$ cat src/rtl/branch_predict_unit.sv
// Branch predictor: direct-mapped BTB with 2-bit counters, decode-stage resolve and redirect.
// Optional macro BPU_BTB_EN builds the BTB; without it nothing is predicted and every taken branch redirects.
module branch_predict_unit #(
    parameter int XLEN      = 32,
    parameter int BTB_DEPTH = 16,
    parameter int IDX       = $clog2(BTB_DEPTH)
) (
    input  logic            clk,
    input  logic            rst_n,
    input  logic            stall_d,
    input  logic            flush_d,
    input  logic [XLEN-1:0] pc_f,
    output logic            pred_taken_f,
    output logic [XLEN-1:0] pred_target_f,
    input  logic [XLEN-1:0] pc_d,
    input  logic [2:0]      br_op_d,
    input  logic [XLEN-1:0] imm_d,
    input  logic [25:0]     jidx_d,
    input  logic [XLEN-1:0] rs_d,
    input  logic [XLEN-1:0] rt_d,
    input  logic [1:0]      fwd_s,
    input  logic [1:0]      fwd_t,
    input  logic [XLEN-1:0] alu_e,
    input  logic [XLEN-1:0] alu_m,
    input  logic [XLEN-1:0] wb_w,
    output logic            redirect_d,
    output logic [XLEN-1:0] redirect_pc_d,
    output logic [15:0]     mispred_cnt
);
    logic [XLEN-1:0] s_op, t_op, pc_plus4, br_tgt, j_tgt, act_tgt;
    logic            act_taken, upd_en, alias_hit, redirect;
    logic            pred_taken_q, pred_taken_d;
    logic [XLEN-1:0] pred_target_q, pred_target_d;
    logic [15:0]     mispred_q, mispred_d;
    logic            unused_bits;

    always_comb begin
        s_op = rs_d;
        t_op = rt_d;
        case (fwd_s)
            2'd1:    s_op = alu_e;
            2'd2:    s_op = alu_m;
            2'd3:    s_op = wb_w;
            default: s_op = rs_d;
        endcase
        case (fwd_t)
            2'd1:    t_op = alu_e;
            2'd2:    t_op = alu_m;
            2'd3:    t_op = wb_w;
            default: t_op = rt_d;
        endcase
    end

    assign pc_plus4 = pc_d + XLEN'(4);
    assign br_tgt   = pc_plus4 + {imm_d[XLEN-3:0], 2'b00};
    assign j_tgt    = {pc_plus4[XLEN-1:28], jidx_d, 2'b00};

    always_comb begin
        act_taken = 1'b0;
        act_tgt   = br_tgt;
        case (br_op_d)
            3'd1: act_taken = (s_op == t_op);
            3'd2: act_taken = (s_op != t_op);
            3'd3: act_taken = ~s_op[XLEN-1] & (|s_op);
            3'd4: act_taken = s_op[XLEN-1];
            3'd5: act_taken = ~s_op[XLEN-1];
            3'd6: begin
                act_taken = 1'b1;
                act_tgt   = j_tgt;
            end
            3'd7: begin
                act_taken = 1'b1;
                act_tgt   = s_op;
            end
            default: act_taken = 1'b0;
        endcase
    end

    // A registered taken prediction on a non-branch means the BTB aliased; fall through to pc+4.
    assign upd_en    = (br_op_d != 3'd0) & ~stall_d & ~flush_d;
    assign alias_hit = (br_op_d == 3'd0) & pred_taken_q & ~stall_d & ~flush_d;
    assign redirect  = (upd_en & ((pred_taken_q != act_taken) |
                                  (pred_taken_q & act_taken & (pred_target_q != act_tgt)))) | alias_hit;

    assign redirect_d    = redirect;
    assign redirect_pc_d = redirect ? (act_taken ? act_tgt : pc_plus4) : '0;
    assign mispred_cnt   = mispred_q;

    always_comb begin
        pred_taken_d  = pred_taken_q;
        pred_target_d = pred_target_q;
        if (flush_d) begin
            pred_taken_d  = 1'b0;
            pred_target_d = '0;
        end else if (!stall_d) begin
            pred_taken_d  = pred_taken_f;
            pred_target_d = pred_target_f;
        end
    end

    assign mispred_d = (redirect && (mispred_q != 16'hFFFF)) ? mispred_q + 16'd1 : mispred_q;

    always_ff @(posedge clk) begin
        if (!rst_n) begin
            pred_taken_q  <= 1'b0;
            pred_target_q <= '0;
            mispred_q     <= '0;
        end else begin
            pred_taken_q  <= pred_taken_d;
            pred_target_q <= pred_target_d;
            mispred_q     <= mispred_d;
        end
    end

`ifdef BPU_BTB_EN
    localparam int TAGW = XLEN - IDX - 2;

    logic [BTB_DEPTH-1:0] valid_q;
    logic [TAGW-1:0]      tag_q [BTB_DEPTH];
    logic [XLEN-1:0]      tgt_q [BTB_DEPTH];
    logic [1:0]           ctr_q [BTB_DEPTH];
    logic [IDX-1:0]       f_idx, d_idx;
    logic                 f_hit, d_hit;

    assign f_idx = pc_f[IDX+1:2];
    assign d_idx = pc_d[IDX+1:2];
    assign f_hit = valid_q[f_idx] && (tag_q[f_idx] == pc_f[XLEN-1:IDX+2]);
    assign d_hit = valid_q[d_idx] && (tag_q[d_idx] == pc_d[XLEN-1:IDX+2]);

    assign pred_taken_f  = f_hit & ctr_q[f_idx][1];
    assign pred_target_f = f_hit ? tgt_q[f_idx] : '0;

    always_ff @(posedge clk) begin
        if (!rst_n) begin
            valid_q <= '0;
            for (int i = 0; i < BTB_DEPTH; i++) begin
                tag_q[i] <= '0;
                tgt_q[i] <= '0;
                ctr_q[i] <= '0;
            end
        end else if (alias_hit) begin
            valid_q[d_idx] <= 1'b0;
        end else if (upd_en) begin
            if (act_taken) begin
                valid_q[d_idx] <= 1'b1;
                tag_q[d_idx]   <= pc_d[XLEN-1:IDX+2];
                tgt_q[d_idx]   <= act_tgt;
                if (d_hit)
                    ctr_q[d_idx] <= (ctr_q[d_idx] == 2'b11) ? 2'b11 : ctr_q[d_idx] + 2'd1;
                else
                    ctr_q[d_idx] <= 2'b10;
            end else if (d_hit && (ctr_q[d_idx] != 2'b00)) begin
                ctr_q[d_idx] <= ctr_q[d_idx] - 2'd1;
            end
        end
    end
`else
    assign pred_taken_f  = 1'b0;
    assign pred_target_f = '0;
`endif

    assign unused_bits = ^{pc_f, imm_d[XLEN-1:XLEN-2], 1'(IDX)};

endmodule

$ cat config.mk
export PLATFORM = sky130hd
export DESIGN_NAME = branch_predict_unit
export DESIGN_NICKNAME = d
export VERILOG_FILES = /design/src/rtl/branch_predict_unit.sv
export SDC_FILE = /design/constraint.sdc
export NUM_CORES = 1
export LEC_CHECK = 0
export BUFFER_PORTS_ARGS = -buffer_cell sky130_fd_sc_hd__buf_4
export CAP_MARGIN = 20
export CORE_ASPECT_RATIO = 1.1
export CORE_UTILIZATION = 25
export CTS_CLUSTER_SIZE = 12
export DETAILED_ROUTE_END_ITERATION = 12
export MAX_ROUTING_LAYER = met4
export PLACE_DENSITY = 0.58
export SETUP_SLACK_MARGIN = 0.15
export SLEW_MARGIN = 20
export SYNTH_ARGS = -nofsm -noshare
export SYNTH_HDL_FRONTEND = slang
export SYNTH_SLANG_ARGS = --single-unit
export TNS_END_PERCENT = 20
$ cat constraint.sdc
create_clock -name clk -period 7.6 [get_ports clk]
set_input_delay 1.52 -clock clk [delete_from_list [all_inputs] [get_ports clk]]
set_output_delay 1.52 -clock clk [all_outputs]
set_load 0.1 [all_outputs]
# Yosys cells after proc, flatten, opt, wreduce, memory -nomap -nowiden
# Index checks and enable logic that the tools add are counted.
# word_totals
ff_bits,16
in_bits,293
out_inout_bits,82
word_cells,37
# classes
add_sub_neg,3
n_eq_ne,16
mux,6
bitwise,7
reduce_logical,4
# ops
operator,n
32-bit case mux with 3 select lines,2
32-bit 2-to-1 mux,2
32-bit case mux with 2 select lines,1
32-bit by 3-bit adder with 32-bit output (second input constant),1
32-bit adder,1
32-bit equality test,1
32-bit inequality test,1
32-bit OR reduction,1
16-bit by 1-bit adder with 16-bit output (second input constant),1
16-bit inequality test (second input constant),1
3-bit equality test (second input constant),4
2-bit equality test (second input constant),4
3-bit by 2-bit equality test with 1-bit output (second input constant),2
1-bit case mux with 6 select lines,1
1-bit AND,4
2-bit by 1-bit equality test with 1-bit output (second input constant),2
3-bit by 1-bit equality test with 1-bit output (second input constant),1
1-bit NOT,3
3-bit nonzero test,1
2-bit OR reduction,1
1-bit logical AND,1

# Logic depth before layout (Yosys ltp)
# Gate-level depths: netlist of run 1.
# logic_depth
word_depth,7
ltp_mapped,16
ltp_nobuf,16

# Worst setup path after synthesis of run 1
# OpenSTA, ideal clock, no wires.
# synth_timing
path_type,input -> output
startpoint,in pc_d[7]
endpoint,out redirect_pc_d[31]
arrival_ns,6.411
t_required_ns,6.080
setup_slack_ns,-0.331
stages,16
path_buffers,0
path_cell_list,and3_1 -> and3_1 -> and2_1 -> and3_1 -> and2_1 -> nand3_1 -> xnor2_1 -> ha_1 -> nand3_1 -> o41a_1 -> o31ai_1 -> a32o_1 -> a31oi_1 -> a32oi_1 -> xnor2_1 -> a211oi_1
# synth_between
elab_chain_cells,5
# synth_lines
element,line,text
start: declaration,15,"input logic [XLEN-1:0] pc_d,"
32-bit by 3-bit adder with 32-bit output *,54,assign pc_plus4 = pc_d + XLEN'(4);
32-bit adder,55,"assign br_tgt = pc_plus4 + {imm_d[XLEN-3:0], 2'b00};"
32-bit case mux with 2 select lines,61,case (br_op_d)
32-bit 2-to-1 mux * (2 in a row),86,assign redirect_pc_d = redirect ? (act_taken ? act_tgt : pc_plus4) : '0;
end: declaration,27,"output logic [XLEN-1:0] redirect_pc_d,"
# Mark *: on every way between the ends. The rest lies on a longest branch, timed or not.

# Worst setup path in the final report of run 1
# layout_timing
startpoint,in fwd_s[1]
endpoint,out redirect_pc_d[8]
# layout_between
elab_chain_cells,7
word_cells_on_any_way,14
cone_classes,eq/ne: 5; mux: 5; bitwise: 3; reduce/logical: 1
# layout_lines
element,line,text
start: declaration,21,"input logic [1:0] fwd_s,"
2-bit equality test or 2-bit by 1-bit equality test with 1-bit output (tied branches),40,case (fwd_s)
32-bit case mux with 3 select lines *,40,
32-bit OR reduction or 1-bit NOT (tied branches),"64, 66",
1-bit AND,64,3'd3: act_taken = ~s_op[XLEN-1] & (|s_op);
1-bit case mux with 6 select lines,61,
32-bit 2-to-1 mux or 1-bit AND (tied branches),"86, 82",
32-bit 2-to-1 mux *,86,
# Marked as above.

==> flow_summary.ini, run 1 <==
[floorplan]
dieArea_mm2 = 0.0250
num_io_pins = 375
die_w_um = 151
core_region_area_mm2 = 0.0238
initial_core_util_pct = 25.6
die_h_um = 166
core.rowCount = 59

[grt]
antenna_found_initial = 0
grt_pass1_vias = 6866
grt_use_total_pct = 21.1
grt_pass1_wl_um = 39200
grt_start_max_net_pins = 44
grt_overflow_total = 0

[sta]
min_period_ns = 6.96
clock.fmax_mhz = 144
worst_pin_slew_ns = 0.980
slew_headroom_pct = 34.7
maxSlewViolCount = 0
clock_skew_ns = 0.00407
finalSetupViolations = 0
post-route-period-util_pct = 91.5
fin_tns_setup_ns = 0
rsz0062_at_grt = no
hold_violations = 0
hold_ws_ns = 0.493

[drt]
wl_met1_um = 11300
drt_iter0_drc = 284
dr.pass1.iters = 4
wl_met3_um = 1030
top_layer = met4
avgViaCountPerCell = 5.23
wl_um = 26200
ant_nets = 0
vias = 6709
routed-wl-met2_um = 13400
remaining_drc_errors = 0
wl_per_cell_um = 20.5

[logic_synthesis]
async_flop_share_pct = 0
synth_area_leaders = mux4_2, xnor2_1, ha_1
synth_top_area_share_pct = 23.6
ys.flop_type = dfxtp_1
synth_seq_cells = 16
yosysMostFrequentCell = xnor2_1
synthTopCellsByCount = xnor2_1, mux4_2, nand2_1
syn-cell-area_mm2 = 0.00610
ys_seq_area_share_pct = 5.25
syn_avg_cell_area_um2 = 8.78
synth_edf_count = 0
yosys.area.top_type = mux4_2
synth_cell_types = 63
ys_warn_count = 0
syn-instance-count = 695

[min_path]
hold_class = reg2reg
min_to = mispred_cnt[1]
hold_depth = 2
holdCritStartpoint = mispred_cnt[1]

[power]
p_sw_share_pct = 50.5
p_comb_share_pct = 77.6
vdd.ir_drop.worst_mv = 0.0730
leakage_uw = 0.00367
power_density_mw_per_mm2 = 102
power.internal_uw = 438
p_clk_share_pct = 12.8
p_sw_uw = 447
pwr-share-seq_pct = 9.6

[final_layout]
fillers = 2501
layout-drive-gt1-share_pct = 42.7
design_area_mm2 = 0.00865
diodes = 0
largest_register_ffs = 16
nNetsFinal = 1309
final_util_pct = 36.3
syn2layout_area_growth_pct = 41.8

[setup_path]
cp.arrival_ns = 5.44
cp_max_fo = 27
rr_worst_depth = 7
r2r_end = mispred_cnt[14]
r2r-start = mispred_cnt[6]
crit_type = in2out
end_kind = output port
worstPathRequired_ns = 6.08
critPathLaunch = fwd_s[1]
cp-start-kind = primary input
r2r_slack_ns = 5.43

[clock_tree]
postCtsHoldBufs = 0
cts_buffers = 3
clk_pin_slew_ns = 0.05
cts.repair.resized = 0
cts_htree_levels = 1
cts_tree = done
cts.sinks = 16
root_buffer = clkbuf_16
post-cts-setup-buffers = 0
clk_latency_ns = 0.25
cts_buffer_depth = 2

[run]
cap_violations = 0

[outcome]
outcome = complete, no violations

[placement]
place_hpwl_um = 22800
dpl_cell_area_mm2 = 0.00856
io_buffers = 307
gp_congestion = 0.889
[cell families after synthesis]
| kind of cell | synth area share (%) |
|---|---|
| buf+inv | 8.22 |
| compound gates | 19.5 |
| simple gates | 20.4 |
| flops | 5.25 |
| mux | 27.4 |
| fa+ha+maj | 7.71 |
| other cells | 0.0614 |
| xor+xnor | 11.5 |
[critical path: stages]
cell,delay (ns)
buf_4,0.26
buf_12,0.21
buf_4,0.18
mux4_2,0.59
xnor2_1,0.20
nand4_1,0.19
nor4_2,0.29
a211oi_1,0.12
nand3b_4,0.35
or2_2,0.68
buf_4,0.28
a211oi_2,0.19
buf_4,0.34
[worst max path at each step]
stage / cells past startpoint / to / slack (ns)
6_report: 13 / redirect_pc_d[8] / 0.64
5_1_grt: 13 / redirect_pc_d[0] / 0.31
4_1_cts: 13 / redirect_pc_d[27] / 0.56
3_5_place_dp: 13 / redirect_pc_d[27] / 0.56
3_3_place_gp: 12 / redirect_pc_d[28] / 0.62
2_1_floorplan: 13 / redirect_pc_d[19] / 0.01
[area by class of cell]
class	count	area (µm²)	share of cell area [%]
clock buffer	4	88.8	1.03
inverter	13	48.8	0.564
multi-input combinational	628	5410	62.5
sequential	16	320	3.70
tap	305	382	4.41
timing repair buffer	317	2400	27.8
[cells in the final DEF (no fill, tap or decap), types with 8 or more instances in the layout]
master    count
and3_1       16
and2_1        9
xor2_1       13
o21a_1        8
ha_1         36
inv_1        11
mux4_2       64
nor4_1       10
nand2b_1     12
xnor2_1      67
dfxtp_1      16
a21o_1       10
mux2i_1      23
nor2_1       48
o21ai_0      12
a211oi_2     25
a211oi_1     12
buf_4       315
nor3_1       10
o31ai_1      10
nand2_1      51
conb_1       33
a21oi_1      36
nand4_1      25
nand3_1      25
[metal layers]
metal	track usage, %	vias up
met1	26.5	3227
met3	1.24	27
met2	37.0	241
li1	-	3214
met5	-	-
met4	4.30	0
[power by group through the flow]
stage / clock network, µW / registers (µW) / logic (µW)
after floorplan: 0 / 90.5 / 475
after global placement: 0 / 86.8 / 687
after detailed placement: 0 / 86.8 / 690
after CTS: 115 / 85.1 / 692
after global routing: 120 / 85.1 / 735
final: 113 / 85.1 / 687
[through the flow]
stage          power (µW)  std cells  worst slack (ns)
2_1_floorplan         565        727           0.00956
3_3_place_gp          774       1279             0.619
3_5_place_dp          777       1279             0.557
4_1_cts               893       1283             0.562
5_1_grt               940       1283             0.305
6_report              886       1283             0.643
Note: power is estimated with default switching activity, not from simulation.
==> run 2: changes to the inputs <==
ABC_AREA = 1   (was default)
PLACE_DENSITY = 0.57   (was 0.58)
==> run 2 against run 1 <==
Net effect: critical path depth rose by 7; sequential power increased by 2%; largest cell class unchanged; synthesized area rose by 14%; global-route usage up 1.7 points; flip-flop and latch count stayed put; largest power group unchanged.
==> flow_summary.ini, run 2 <==
[setup_path]
cp_max_fo = 6
cp-start-kind = primary input
cp.arrival_ns = 5.21
r2r_end = mispred_cnt[15]
end_kind = output port
r2r-start = mispred_cnt[0]
rr_worst_depth = 13
worstPathRequired_ns = 6.08
r2r_slack_ns = 5.36
crit_type = in2out

[min_path]
hold_class = reg2reg
holdCritStartpoint = mispred_cnt[4]
hold_depth = 3
min_to = mispred_cnt[4]

[drt]
remaining_drc_errors = 0
dr.pass1.iters = 7
vias = 9788
avgViaCountPerCell = 4.99
ant_nets = 0
drt_iter0_drc = 761
wl_um = 32800
wl_per_cell_um = 16.7

[logic_synthesis]
synth_area_leaders = nand2_1, nand3_1, nor2_1
synthTopCellsByCount = nand2_1, nand3_1, nor2_1
yosysMostFrequentCell = nand2_1
syn-cell-area_mm2 = 0.00698
ys_seq_area_share_pct = 4.59
syn-instance-count = 1337
synth_edf_count = 0
synth_cell_types = 43
synth_top_area_share_pct = 20.3
yosys.area.top_type = nand2_1
ys.flop_type = dfxtp_1
synth_seq_cells = 16
async_flop_share_pct = 0
syn_avg_cell_area_um2 = 5.22
ys_warn_count = 0

[clock_tree]
cts_buffers = 3
clk_latency_ns = 0.25
clk_pin_slew_ns = 0.05
cts.sinks = 16
postCtsHoldBufs = 0
cts_tree = done
root_buffer = clkbuf_16
cts_buffer_depth = 2
cts_htree_levels = 1
cts.repair.resized = 0
post-cts-setup-buffers = 0

[placement]
place_hpwl_um = 27200
place_inst = 1959
gp_congestion = 0.945
io_buffers = 307
dpl_cell_area_mm2 = 0.00940

[sta]
clock_skew_ns = 0.00320
clock.fmax_mhz = 149
maxSlewViolCount = 0
min_period_ns = 6.73
post-route-period-util_pct = 88.6
worst_pin_slew_ns = 1.01
fin_tns_setup_ns = 0
finalSetupViolations = 0
slew_headroom_pct = 32.5
hold_violations = 0
rsz0062_at_grt = no

[power]
leakage_uw = 0.00478
p_sw_share_pct = 56.9
p_sw_uw = 514
p_clk_share_pct = 11.5
p_total_uw = 904
pwr-share-seq_pct = 9.6
power_density_mw_per_mm2 = 95.4
p_comb_share_pct = 78.9
power.internal_uw = 390
vdd.ir_drop.worst_mv = 0.0520

[final_layout]
layout-drive-gt1-share_pct = 21.9
final_cells = 1963
syn2layout_area_growth_pct = 35.9
fillers = 3090
nNetsFinal = 1937
mostFrequentLayoutCell = nand2_1
largest_register_ffs = 16
design_area_mm2 = 0.00948
final_cell_mix = nand2_1, buf_4, nand3_1

[outcome]
outcome = complete, no violations

[floorplan]
num_io_pins = 375
dieArea_mm2 = 0.0286
die_w_um = 161
core_region_area_mm2 = 0.0272
initial_core_util_pct = 25.7
die_h_um = 177
core.rowCount = 63

[grt]
grt_start_max_net_pins = 39
grt_pass1_wl_um = 50000
grt_pass1_vias = 9550
grt_overflow_total = 0
antenna_found_initial = 1
grt_use_total_pct = 22.9

[run]
cap_violations = 0
run 2: cell count changes after synthesis, moves of 50 or more:
| cell | delta |
|---|---|
| nand3_1 | +176 |
| mux4_2 | -64 |
| nand2_1 | +327 |
| xnor2_1 | -50 |
| nor2_1 | +107 |
| inv_1 | +101 |
run 2: through the flow:
stage                     hold WS (ns)  worst slack (ns)  utilization, %
final                            0.550             0.870            34.9
after global routing             0.585             0.381            34.9
after CTS                        0.551             0.895            34.9
after detailed placement         0.538             0.925            34.6
after global placement           0.531             0.944            34.6
after floorplan                  0.954             0.578               -
run 2: cell type report:
class                           instances  area [µm²]  area share (%)
Multi-Input combinational cell       1149        5800            61.2
Timing Repair Buffer                  317        2380            25.1
Inverter                              120         453            4.78
Tap cell                              357         447            4.71
Sequential cell                        16         320            3.38
Clock buffer                            3        75.1           0.792
Antenna cell                            1        2.50          0.0264
run 2: power groups by stage:
stage | Sequential, µW | Clock, µW | Combinational, µW
finish | 86.4 | 104 | 714
global route | 86.4 | 107 | 779
CTS | 86.4 | 106 | 711
detailed placement | 88.2 | 0 | 708
global placement | 88.1 | 0 | 706
floorplan | 95.0 | 0 | 470
run 2: logic make-up (layout without fill, tap and decap cells):
group	count (synthesis)	count (layout)	synth area share, %
AO/OA/AOI/OAI	167	167	13.8
XOR/XNOR	48	48	6.03
adder cells (fa/ha/maj)	37	37	6.74
buffers and inverters	204	440	14.0
flip-flops	16	16	4.59
other	1	34	0.0538
AND/OR/NAND/NOR	864	864	54.8
run 2: worst max-delay path by stage:
| stage | start | to | depth (start not counted) |
|---|---|---|---|
| finish | pc_d[2] | redirect_pc_d[28] | 20 |
| global route | pc_d[2] | redirect_pc_d[28] | 20 |
| CTS | pc_d[2] | redirect_pc_d[28] | 20 |
| detailed placement | pc_d[2] | redirect_pc_d[28] | 20 |
| global placement | pc_d[2] | redirect_pc_d[28] | 20 |
| floorplan | pc_d[7] | redirect_pc_d[28] | 18 |
run 2: layer usage:
layer,vias to the layer above,GRT usage [%],routed length (µm)
li1,4919,-,-
met1,4384,27.4,13800
met2,431,39.2,15500
met3,54,2.34,2280
met4,0,8.73,1230
met5,-,-,0
run 2: critical path, stage by stage:
cell,delay [ns]
buf_4,0.11
nand4_1,0.16
nand3b_1,0.26
nor3_1,0.28
inv_1,0.07
nor4_1,0.21
buf_4,0.18
inv_1,0.05
nor2_1,0.11
xor2_1,0.16
inv_1,0.06
ha_1,0.35
a21oi_1,0.21
o21ai_0,0.15
a221oi_1,0.32
o21ai_0,0.15
a21oi_1,0.23
xor2_1,0.13
a21oi_1,0.17
buf_4,0.33
